**src/rtl/pipe_ctrl_pkg.sv**
```systemverilog
// pipe_ctrl_pkg: shared types, forwarding encodings and defaults for the pipeline hazard controller.
package pipe_ctrl_pkg;
    typedef enum logic {IDLE, WAIT} wait_state_t;
    localparam logic [1:0] FWD_NONE = 2'b00;
    localparam logic [1:0] FWD_MEM  = 2'b01;
    localparam logic [1:0] FWD_WB   = 2'b10;
    localparam int DEFAULT_WAIT_LIMIT = 255;
    // The MEM stage holds the younger result, so it wins over WB.
    function automatic logic [1:0] fwd_pick(input logic [3:0] src, input logic [3:0] mem_dest,
                                            input logic mem_wb_en, input logic [3:0] wb_dest,
                                            input logic wb_wb_en);
        return (mem_wb_en && src == mem_dest) ? FWD_MEM :
               (wb_wb_en && src == wb_dest) ? FWD_WB : FWD_NONE;
    endfunction
endpackage

```
**src/rtl/mem_wait_fsm.sv**
```systemverilog
// mem_wait_fsm: memory-wait state machine with a bounded wait counter and a sticky timeout flag.
module mem_wait_fsm
    import pipe_ctrl_pkg::*;
#(
    parameter int WAIT_LIMIT = DEFAULT_WAIT_LIMIT
) (
    input  logic clk,
    input  logic rst,
    input  logic mem_req,
    input  logic mem_ready,
    output logic stall_pipe,
    output logic mem_timeout
);
    localparam logic [8:0] LIMIT = 9'(WAIT_LIMIT);
    wait_state_t state, state_nxt;
    logic [7:0] wait_cnt;
    always_comb begin
        stall_pipe = !rst && (state == IDLE ? (mem_req && !mem_ready) : !mem_ready);
        state_nxt  = (state == IDLE) ? ((mem_req && !mem_ready) ? WAIT : IDLE)
                                     : (mem_ready ? IDLE : WAIT);
    end
    // The counter idles at zero, so every entry into WAIT starts a fresh count.
    always_ff @(posedge clk or posedge rst) begin
        if (rst) begin
            state       <= IDLE;
            wait_cnt    <= '0;
            mem_timeout <= 1'b0;
        end else begin
            state <= state_nxt;
            if (state == IDLE)
                wait_cnt <= '0;
            else if (!mem_ready && {1'b0, wait_cnt} < LIMIT)
                wait_cnt <= wait_cnt + 8'd1;
            if (state == WAIT && !mem_ready && ({1'b0, wait_cnt} + 9'd1) >= LIMIT)
                mem_timeout <= 1'b1;
        end
    end
endmodule

```
**src/rtl/pipe_hazard_ctrl.sv**
```systemverilog
// pipe_hazard_ctrl: stall/flush/freeze control for a 5-stage pipeline.
// Define FORWARDING_EN to restrict hazards to load-use and drive the operand forwarding selects.
module pipe_hazard_ctrl
    import pipe_ctrl_pkg::*;
#(
    parameter int WAIT_LIMIT = DEFAULT_WAIT_LIMIT
) (
    input  logic        clk,
    input  logic        rst,
    input  logic [3:0]  id_src1,
    input  logic [3:0]  id_src2,
    input  logic        id_src1_vld,
    input  logic        id_src2_vld,
    input  logic [3:0]  exe_dest,
    input  logic        exe_wb_en,
    input  logic        exe_mem_r_en,
    input  logic [3:0]  mem_dest,
    input  logic        mem_wb_en,
    input  logic [3:0]  wb_dest,
    input  logic        wb_wb_en,
    input  logic [3:0]  exe_src1,
    input  logic [3:0]  exe_src2,
    input  logic        branch_taken,
    input  logic        mem_req,
    input  logic        mem_ready,
    output logic        freeze_pc,
    output logic        freeze_if_id,
    output logic        flush_if_id,
    output logic        flush_id_exe,
    output logic        stall_pipe,
    output logic [1:0]  fwd_sel_a,
    output logic [1:0]  fwd_sel_b,
    output logic        mem_timeout,
    output logic [15:0] stall_cnt
);
    logic hit1, hit2, hazard, branch_go, bubble;
    mem_wait_fsm #(.WAIT_LIMIT(WAIT_LIMIT)) u_wait (
        .clk        (clk),
        .rst        (rst),
        .mem_req    (mem_req),
        .mem_ready  (mem_ready),
        .stall_pipe (stall_pipe),
        .mem_timeout(mem_timeout)
    );
`ifdef FORWARDING_EN
    always_comb begin
        hit1      = exe_mem_r_en && exe_wb_en && id_src1 == exe_dest;
        hit2      = exe_mem_r_en && exe_wb_en && id_src2 == exe_dest;
        fwd_sel_a = rst ? FWD_NONE : fwd_pick(exe_src1, mem_dest, mem_wb_en, wb_dest, wb_wb_en);
        fwd_sel_b = rst ? FWD_NONE : fwd_pick(exe_src2, mem_dest, mem_wb_en, wb_dest, wb_wb_en);
    end
    logic unused_ok;
    assign unused_ok = 1'b0;
`else
    always_comb begin
        hit1      = (exe_wb_en && id_src1 == exe_dest) || (mem_wb_en && id_src1 == mem_dest);
        hit2      = (exe_wb_en && id_src2 == exe_dest) || (mem_wb_en && id_src2 == mem_dest);
        fwd_sel_a = FWD_NONE;
        fwd_sel_b = FWD_NONE;
    end
    logic unused_ok;
    assign unused_ok = ^{exe_mem_r_en, exe_src1, exe_src2, wb_dest, wb_wb_en};
`endif
    // Priority: memory stall, then taken branch, then data hazard bubble.
    always_comb begin
        hazard       = (id_src1_vld && hit1) || (id_src2_vld && hit2);
        branch_go    = !rst && !stall_pipe && branch_taken;
        bubble       = !rst && !stall_pipe && !branch_taken && hazard;
        freeze_pc    = stall_pipe || bubble;
        freeze_if_id = stall_pipe || bubble;
        flush_if_id  = branch_go;
        flush_id_exe = branch_go || bubble;
    end
    always_ff @(posedge clk or posedge rst) begin
        if (rst)
            stall_cnt <= '0;
        else if (freeze_pc && stall_cnt != 16'hFFFF)
            stall_cnt <= stall_cnt + 16'd1;
    end
endmodule
```
**config.mk**
```make
export PLATFORM = sky130hd
export DESIGN_NAME = pipe_hazard_ctrl
export DESIGN_NICKNAME = d
export VERILOG_FILES = /design/src/rtl/pipe_ctrl_pkg.sv /design/src/rtl/mem_wait_fsm.sv /design/src/rtl/pipe_hazard_ctrl.sv
export SDC_FILE = /design/constraint.sdc
export NUM_CORES = 1
export LEC_CHECK = 0
export CAP_MARGIN = 20
export CORE_ASPECT_RATIO = 0.6
export CORE_MARGIN = 2
export CORE_UTILIZATION = 48
export CTS_CLUSTER_DIAMETER = 150
export CTS_CLUSTER_SIZE = 12
export DETAILED_ROUTE_END_ITERATION = 6
export GPL_ROUTABILITY_DRIVEN = 0
export PLACE_DENSITY = 0.83
export SYNTH_ARGS = -nofsm -noshare
export SYNTH_HDL_FRONTEND = slang
export SYNTH_SLANG_ARGS = --single-unit
```
**constraint.sdc**
```tcl
create_clock -name clk -period 4.2 [get_ports clk]
set_input_delay 0.63 -clock clk [delete_from_list [all_inputs] [get_ports clk]]
set_output_delay 0.63 -clock clk [all_outputs]
set_load 0.05 [all_outputs]
```
==> impl_metrics.csv, run 1 <==
group,metric,value,unit
timing,setup_viol,0,
flow_run,maxCapViolations,0,
power_and_ir_drop,ir_drop,0.0004016,V
timing,rsz0062_at_grt,"no",
synth,synth_edf_count,0,
timing,slew_headroom,0.6621,
synth,yosysWarnings,0,
detailed_routing,drtIter0Drc,110,
worst_setup_path,cp_slowest_cell,"clkdlybuf4s50_1",
timing,hold_viol_final,0,
outcome,status,"finished, final reports clean",
clock_network,clockRootBuffer,"clkbuf_8",
final_layout,fin_cells,271,
clock_network,clock_sinks,26,
clock_network,cts_resized,0,
floorplan,die_h,50.61,um
grt,antenna_found_initial,0,
floorplan,row_count,16,
clock_network,post_cts_buffers,0,
synth,avgSynthCellArea,9.655,um^2
grt,grt_pass1_vias,1363,
detailed_routing,avgRoutedWirePerCell,14.91,um
detailed_routing,wirelength,4040,um
grt,grt_max_degree,27,
placed_design,place_hpwl,3239,um
final_layout,final_layout_size_suffix_gt1_frac,0.07080,
clock_network,cts_buffers,3,
detailed_routing,firstDrtPassIters,4,
final_layout,fillers,277,
synth,synthTopCellsByCount,"dfrtp_1, xor2_1, nor2_1, a21oi_1, nand2_1",
grt,overflow,0,
clock_network,clk_pin_slew,0.09,ns
worst_setup_path,worst-path-max-fanout,14,
clock_network,htreeDepth,1,
worst_setup_path,path_cells,"clkdlybuf4s50_1 > xor2_1 > nor3_1 > nand4_1 > and4_4 > a211oi_1 > clkdlybuf4s50_1",
synth,synth_area_leaders,"dfrtp_1, xor2_1, xnor2_1",
grt,grt_pass1_wl,6803,um
synth,synth_top_area_frac,0.3744,
clock_network,cts.path.max_buffers,2,
final_layout,n_antenna_cell,0,
timing,worstMarginPinSlew,0.5053,ns
timing,fin_crit,3.705,ns
hold_path,min_path_type,"flop to flop",
floorplan,initial_utilization,0.5167,
worst_setup_path,critical_path_class,"input port to primary output",
synth,synth.yosys.seq_area_share,0.3744,
timing,fin_skew,0.002969,ns
timing,fin_crit_sh,0.8822,
detailed_routing,final_antenna_net_count,0,
timing,max_freq,269.9,MHz
clock_network,insertion_delay,0.28,ns
floorplan,die_w,81.68,um
timing,finalMaxSlewViolations,0,
clock_network,holdBufCountCts,0,
placed_design,portBuffers,46,
worst_setup_path,start_kind,"input port",
power_and_ir_drop,leakage,0.9568,nW
worst_setup_path,max_stage_delay,0.85,ns
floorplan,ioPinCount,65,
floorplan,core_area,3363,um^2
timing,tns,0,ns
synth,yosys.area.top_type,"dfrtp_1",
synth,syn_area,1738,um^2
worst_setup_path,reg2reg_depth,6,
grt,grt_util_all_layers,0.2187,
final_layout,nets,269,
detailed_routing,drcViolationCount,0,
floorplan,die-area,4134,um^2
hold_path,hold_depth,2,
power_and_ir_drop,powerDensity,323.4,nW/um^2
synth,syn_inst,180,
final_layout,area_growth,31.89,%
detailed_routing,route.detailed.vias_per_inst,5.391,
worst_setup_path,cp-end-kind,"primary output",
synth,postSynth.asyncResetShare,1.000,
synth,yosysMostFrequentCell,"dfrtp_1",
placed_design,numPlacedInstances,266,
worst_setup_path,critPathArrivalTime,3.08,ns
synth,ys.flop_type,"dfrtp_1",
synth,ys_ff_latch,26,
worst_setup_path,cpMostUsedCell,"clkdlybuf4s50_1",
detailed_routing,vias,1461,
clock_network,tritoncts,"done",
worst_setup_path,cp_data_required_time,3.57,ns
synth,ys_types,39,
-- logic make-up (layout without fill, tap and decap cells) --
group	after synthesis	in the layout	share of synthesized area
mux	3	3	0.01872
xor+xnor	34	34	0.1713
fa+ha+maj	3	3	0.02160
buf+inv	15	58	0.04752
other cells	1	4	0.002158
flops	26	26	0.3744
simple gates	67	67	0.2109
compound gates	31	31	0.1534
-- path summary, 6_finish.rpt --
path / start / end / slack [ns]
setup / recovery: id_src1[0] / flush_id_exe / 0.49
hold / removal: u_wait.mem_timeout / u_wait.mem_timeout / 0.47
setup reg to reg: stall_cnt[5] / stall_cnt[12] / 2.22
hold reg to reg: u_wait.mem_timeout / u_wait.mem_timeout / 0.47
max in group asynchronous: rst / stall_cnt[9] / 2.91
min in group asynchronous: rst / u_wait.wait_cnt[5] / 0.87
-- critical path, delay by kind of cell --
| family | cells | cell delay [ns] |
|---|---|---|
| buffers and inverters | 2 | 1.30 |
| and+or+nand+nor | 3 | 0.66 |
| AOI/OAI and AO/OA | 1 | 0.29 |
| xor gates and xnor gates | 1 | 0.18 |
-- power breakdown --
part / internal [mW] / leakage [nW] / switching (mW)
registers: 0.274 / 0.343 / 0.0340
clock network: 0.0842 / 0.0288 / 0.0833
logic: 0.0996 / 0.585 / 0.166
total: 0.458 / 0.957 / 0.284
-- final cells by class --
type	count	area, um^2	area share
inverter	7	26.28	0.01146
tap	45	56.30	0.02456
multi-input combinational	142	1016	0.4432
sequential	26	650.6	0.2838
clock buffer	4	55.05	0.02402
timing repair buffer	47	488.0	0.2129
-- metrics by stage --
step	worst slack [ns]	cell area (um^2)	hold WS [ns]	power, mW	utilization
2_1_floorplan	0.9189	1749	0.5314	0.4783	-
3_3_place_gp	0.5269	2210	0.4477	0.5705	0.6570
3_5_place_dp	0.4993	2210	0.4550	0.5750	0.6570
4_1_cts	0.4927	2265	0.4759	0.7421	0.6734
5_1_grt	0.3885	2292	0.5063	0.7769	0.6815
6_report	0.4948	2292	0.4702	0.7413	0.6815
-- layout by cell type, fill, tap and decap left out, types with 2 or more instances in the layout --
cell type,count
clkdlybuf4s50_1,46
dfrtp_1,26
xor2_1,24
nor2_1,16
a21oi_1,13
nand2_1,12
xnor2_1,10
nand4_1,9
nor3_1,8
nand3_1,7
inv_1,7
conb_1,4
clkbuf_8,4
and3_1,3
and2_1,3
o21ai_0,3
ha_1,3
a21oi_2,2
a2111oi_4,2
o31a_1,2
mux2_2,2
or3_1,2
a211oi_1,2
-- layer usage --
metal / vias to the layer above / wire length (um) / global-route usage
met5: - / 0 / 0
met4: 0 / 25 / 0.03333
met3: 3 / 268 / 0.05036
met2: 43 / 1538 / 0.2814
met1: 690 / 2208 / 0.3649
li1: 725 / - / -
-- flip-flops by register name, indices dropped and copies added, names as in the netlist --
| signal | count |
|---|---|
| u_wait.mem_timeout | 1 |
| stall_cnt | 16 |
| u_wait.wait_cnt | 8 |
| u_wait.state | 1 |
Power figures use the tool's default switching activity.
==> run 2: changes to the inputs <==
--- a/config.mk
+++ b/config.mk
@@ -13,6 +13,7 @@
 export CTS_CLUSTER_SIZE = 12
 export DETAILED_ROUTE_END_ITERATION = 6
 export GPL_ROUTABILITY_DRIVEN = 0
+export MAX_ROUTING_LAYER = met4
 export PLACE_DENSITY = 0.83
 export SYNTH_ARGS = -nofsm -noshare
 export SYNTH_HDL_FRONTEND = slang
==> impl_metrics.csv, run 2 (synthesis results as in run 1) <==
group,metric,value,unit
clock_network,insertion_delay,0.28,ns
clock_network,htreeDepth,1,
worst_setup_path,critical_path_class,"input port to primary output",
timing,finalMaxSlewViolations,0,
timing,max_freq,268.1,MHz
detailed_routing,wirelength,4039,um
power_and_ir_drop,ir_drop,0.0004013,V
floorplan,die_w,81.68,um
floorplan,initial_utilization,0.5167,
floorplan,core_area,3363,um^2
hold_path,hold_start,"u_wait.mem_timeout",
timing,fin_crit,3.730,ns
hold_path,min_path_type,"flop to flop",
grt,grt_pass1_wl,6817,um
grt,overflow,0,
final_layout,regMostFlops,"stall_cnt",
hold_path,hold_depth,2,
clock_network,clockRootBuffer,"clkbuf_8",
detailed_routing,route.detailed.vias_per_inst,5.432,
clock_network,post_cts_buffers,0,
worst_setup_path,cp_slowest_cell,"clkdlybuf4s50_1",
worst_setup_path,cp-end-kind,"primary output",
outcome,status,"finished, final reports clean",
power_and_ir_drop,leakage,0.9568,nW
grt,grt_util_all_layers,0.2252,
floorplan,row_count,16,
placed_design,placed_area,2210,um^2
worst_setup_path,rr_startpoint,"stall_cnt[5]",
placed_design,portBuffers,46,
floorplan,die_h,50.61,um
clock_network,clk_pin_slew,0.09,ns
final_layout,nets,269,
grt,grt_pass1_vias,1364,
timing,tns,0,ns
worst_setup_path,max_stage_delay,0.86,ns
worst_setup_path,r2r_end,"stall_cnt[12]",
grt,antenna_found_initial,0,
worst_setup_path,worst-path-max-fanout,14,
worst_setup_path,start_kind,"input port",
detailed_routing,vias,1472,
hold_path,worstHoldEndpoint,"u_wait.mem_timeout",
final_layout,reg.largest.list,"stall_cnt (16), u_wait.wait_cnt (8)",
detailed_routing,avgRoutedWirePerCell,14.90,um
worst_setup_path,reg2reg_depth,6,
floorplan,ioPinCount,65,
worst_setup_path,critPathTopFamily,"buffers and inverters",
clock_network,tritoncts,"done",
final_layout,mostFrequentLayoutCell,"clkdlybuf4s50_1",
clock_network,clock_sinks,26,
timing,slew_headroom,0.6628,
worst_setup_path,path_cells,"clkdlybuf4s50_1 > xor2_1 > nor3_1 > nand4_1 > and4_4 > a211oi_1 > clkdlybuf4s50_1",
clock_network,cts.path.max_buffers,2,
placed_design,dp_slack,0.4993,ns
clock_network,cts_resized,0,
detailed_routing,drtIter0Drc,100,
final_layout,n_antenna_cell,0,
clock_network,cts_buffers,3,
timing,fin_skew,0.002975,ns
detailed_routing,drcViolationCount,0,
power_and_ir_drop,powerDensity,323.2,nW/um^2
worst_setup_path,cp_data_required_time,3.57,ns
final_layout,largest_reg_flops,16,
timing,layout_setup_ws,0.4696,ns
detailed_routing,final_antenna_net_count,0,
timing,fin_crit_sh,0.8882,
timing,setup_viol,0,
detailed_routing,firstDrtPassIters,4,
timing,rsz0062_at_grt,"no",
flow_run,maxCapViolations,0,
worst_setup_path,rrSetupSlack,2.22,ns
final_layout,layout_common_cells,"clkdlybuf4s50_1, dfrtp_1, xor2_1",
worst_setup_path,path_buf_inv,2,
placed_design,place_hpwl,3239,um
worst_setup_path,critPathArrivalTime,3.10,ns
final_layout,fin_area,2292,um^2
floorplan,die-area,4134,um^2
final_layout,final_layout_size_suffix_gt1_frac,0.07080,
grt,grt_max_degree,27,
clock_network,holdBufCountCts,0,
timing,hold_viol_final,0,
timing,worstMarginPinSlew,0.5042,ns
worst_setup_path,cpMostUsedCell,"clkdlybuf4s50_1",
final_layout,area_growth,31.89,%
==> run 2: cell type report <==
class                   instances  area (um^2)
clock buffers                   4        55.05
fillers                       277         1071
inverters                       7        26.28
multi-input cells             142         1016
flip-flops and latches         26        650.6
well taps                      45        56.30
repair buffers                 47        488.0
==> run 2: where the power goes <==
part | internal, mW | switching [mW] | leakage [nW]
clock | 0.0842 | 0.0832 | 0.0288
combinational | 0.0996 | 0.166 | 0.585
sequential | 0.274 | 0.0337 | 0.343
total | 0.458 | 0.283 | 0.957
==> run 2: worst max path at each step <==
stage	start	to	slack [ns]	depth (start not counted)
6_report	id_src1[3]	flush_id_exe	0.47	7
5_1_grt	id_src1[3]	flush_id_exe	0.39	7
4_1_cts	id_src1[0]	flush_id_exe	0.49	7
3_5_place_dp	id_src1[0]	flush_id_exe	0.50	7
3_3_place_gp	id_src1[3]	flush_id_exe	0.53	7
2_1_floorplan	id_src1[0]	flush_id_exe	0.92	6
==> run 2: tightest hold or removal path: cells and delay by family (launching register included) <==
| family | cells | cell delay (ns) |
|---|---|---|
| buffers and inverters | 1 | 0.04 |
| AO/OA/AOI/OAI | 1 | 0.05 |
| flip-flops | 1 | 0.35 |
==> run 2: metal layers <==
metal  GRT usage  up-vias  wire (um)
li1            -      722          -
met1      0.3649      699       2195
met2      0.2842       48       1551
met3     0.04856        3        266
met4     0.03333        0         25
met5           -        -          0
==> run 2: stage by stage <==
stage	hold WS (ns)	power, mW	instances	util
2_1_floorplan	0.5314	0.4783	183	-
3_3_place_gp	0.4477	0.5705	266	0.6570
3_5_place_dp	0.4550	0.5750	266	0.6570
4_1_cts	0.4759	0.7421	270	0.6734
5_1_grt	0.5063	0.7767	271	0.6815
6_report	0.4695	0.7407	271	0.6815
==> run 3: changes to the inputs <==
--- a/config.mk
+++ b/config.mk
@@ -6,7 +6,6 @@
 export NUM_CORES = 1
 export LEC_CHECK = 0
 export CAP_MARGIN = 20
-export CORE_ASPECT_RATIO = 0.6
 export CORE_MARGIN = 2
 export CORE_UTILIZATION = 48
 export CTS_CLUSTER_DIAMETER = 150
==> impl_metrics.csv, run 3 (synthesis results as in run 1) <==
group,metric,value,unit
timing,max_freq,273.8,MHz
clock_network,post_cts_buffers,0,
floorplan,core_area,3416,um^2
grt,overflow,0,
clock_network,holdBufCountCts,0,
floorplan,initial_utilization,0.5088,
power_and_ir_drop,leakage,0.9559,nW
power_and_ir_drop,powerDensity,322.7,nW/um^2
power_and_ir_drop,ir_drop,0.0002603,V
grt,grt_util_all_layers,0.1914,
timing,rsz0062_at_grt,"no",
final_layout,area_growth,31.82,%
final_layout,largest_reg_flops,16,
detailed_routing,final_antenna_net_count,0,
placed_design,numPlacedInstances,267,
final_layout,mostFrequentLayoutCell,"clkdlybuf4s50_1",
timing,layout_setup_ws,0.5483,ns
timing,tns,0,ns
clock_network,tritoncts,"done",
final_layout,layout_common_cells,"clkdlybuf4s50_1, dfrtp_1, xor2_1",
worst_setup_path,cp_data_required_time,3.57,ns
placed_design,portBuffers,46,
clock_network,clockRootBuffer,"clkbuf_4",
clock_network,htreeDepth,1,
final_layout,n_antenna_cell,0,
power_and_ir_drop,comb_power_share,0.355,
outcome,status,"finished, final reports clean",
final_layout,reg.largest.list,"stall_cnt (16), u_wait.wait_cnt (8)",
detailed_routing,avgRoutedWirePerCell,13.25,um
timing,fin_skew,0.008717,ns
timing,finalMaxSlewViolations,0,
detailed_routing,route.detailed.vias_per_inst,5.386,
worst_setup_path,cp-end-kind,"primary output",
flow_run,maxCapViolations,0,
floorplan,die_w,64.17,um
floorplan,die-area,4118,um^2
worst_setup_path,critPathArrivalTime,3.02,ns
detailed_routing,firstDrtPassIters,5,
final_layout,nets,269,
clock_network,clk_pin_slew,0.14,ns
timing,hold_viol_final,0,
detailed_routing,drtIter0Drc,166,
grt,grt_pass1_vias,1394,
final_layout,fin_area,2291,um^2
power_and_ir_drop,sw_frac_of_total,0.3644,
floorplan,ioPinCount,65,
power_and_ir_drop,p_seq_frac,0.412,
worst_setup_path,start_kind,"input port",
worst_setup_path,critical_path_class,"input port to primary output",
placed_design,placed_area,2211,um^2
detailed_routing,vias,1465,
final_layout,fillers,279,
grt,grt_pass1_wl,6210,um
power_and_ir_drop,power.switching,0.2694,mW
worst_setup_path,worst-path-max-fanout,14,
detailed_routing,drcViolationCount,0,
clock_network,insertion_delay,0.33,ns
placed_design,place_hpwl,2839,um
grt,antenna_found_initial,0,
grt,grt_max_degree,27,
timing,worst_hold_slack,0.5040,ns
timing,fin_crit,3.652,ns
power_and_ir_drop,power_frac_clock,0.233,
power_and_ir_drop,p_total,0.7393,mW
power_and_ir_drop,intPower,0.4699,mW
timing,fin_crit_sh,0.8695,
final_layout,final_core_util,0.6707,
clock_network,cts.path.max_buffers,2,
detailed_routing,wirelength,3603,um
hold_path,min_path_type,"flop to flop",
clock_network,cts_resized,0,
placed_design,dp_slack,0.5280,ns
floorplan,row_count,21,
final_layout,final_layout_size_suffix_gt1_frac,0.07080,
timing,setup_viol,0,
clock_network,cts_buffers,3,
timing,worstMarginPinSlew,0.5087,ns
floorplan,die_h,64.17,um
clock_network,clock_sinks,26,
final_layout,regMostFlops,"stall_cnt",
timing,slew_headroom,0.6598,
final_layout,fin_cells,272,
[run 3: cell type report]
type                            count  area (um^2)  share of cell area
Inverter                            7        26.28             0.01147
Clock inverter                      1        30.03             0.01311
Multi-Input combinational cell    142         1016              0.4435
Timing Repair Buffer               47        488.0              0.2130
Tap cell                           46        57.56             0.02512
Sequential cell                    26        650.6              0.2840
Clock buffer                        3        22.52            0.009831
[run 3: final timing paths]
path	start	endpoint	slack (ns)	depth (start not counted)
setup / recovery	id_src1[3]	flush_id_exe	0.55	7
hold / removal	u_wait.mem_timeout	u_wait.mem_timeout	0.50	2
min in group asynchronous	rst	u_wait.wait_cnt[3]	0.72	2
setup reg to reg	stall_cnt[6]	stall_cnt[6]	2.20	6
hold reg to reg	u_wait.mem_timeout	u_wait.mem_timeout	0.50	2
max in group asynchronous	rst	stall_cnt[14]	3.12	3
[run 3: power by group through the flow]
stage / sequential [mW] / combinational (mW) / clock [mW]
final: 0.304 / 0.263 / 0.172
after global routing: 0.310 / 0.280 / 0.190
after CTS: 0.305 / 0.261 / 0.177
after detailed placement: 0.310 / 0.261 / 0
after global placement: 0.309 / 0.257 / 0
after floorplan: 0.382 / 0.0965 / 0
[run 3: routing by layer]
metal  GRT usage  vias to the layer above  share of wire
li1            -                      724              -
met1      0.2584                      689           0.45
met2      0.3138                       49           0.49
met3     0.03697                        3          0.060
met4     0.01596                        0         0.0039
met5           -                        -              0
[run 3: critical path, cell delays in order]
cell	delay [ns]
clkdlybuf4s50_1	0.45
xor2_1	0.18
nor3_1	0.23
nand4_1	0.14
and4_4	0.27
a211oi_1	0.27
clkdlybuf4s50_1	0.85
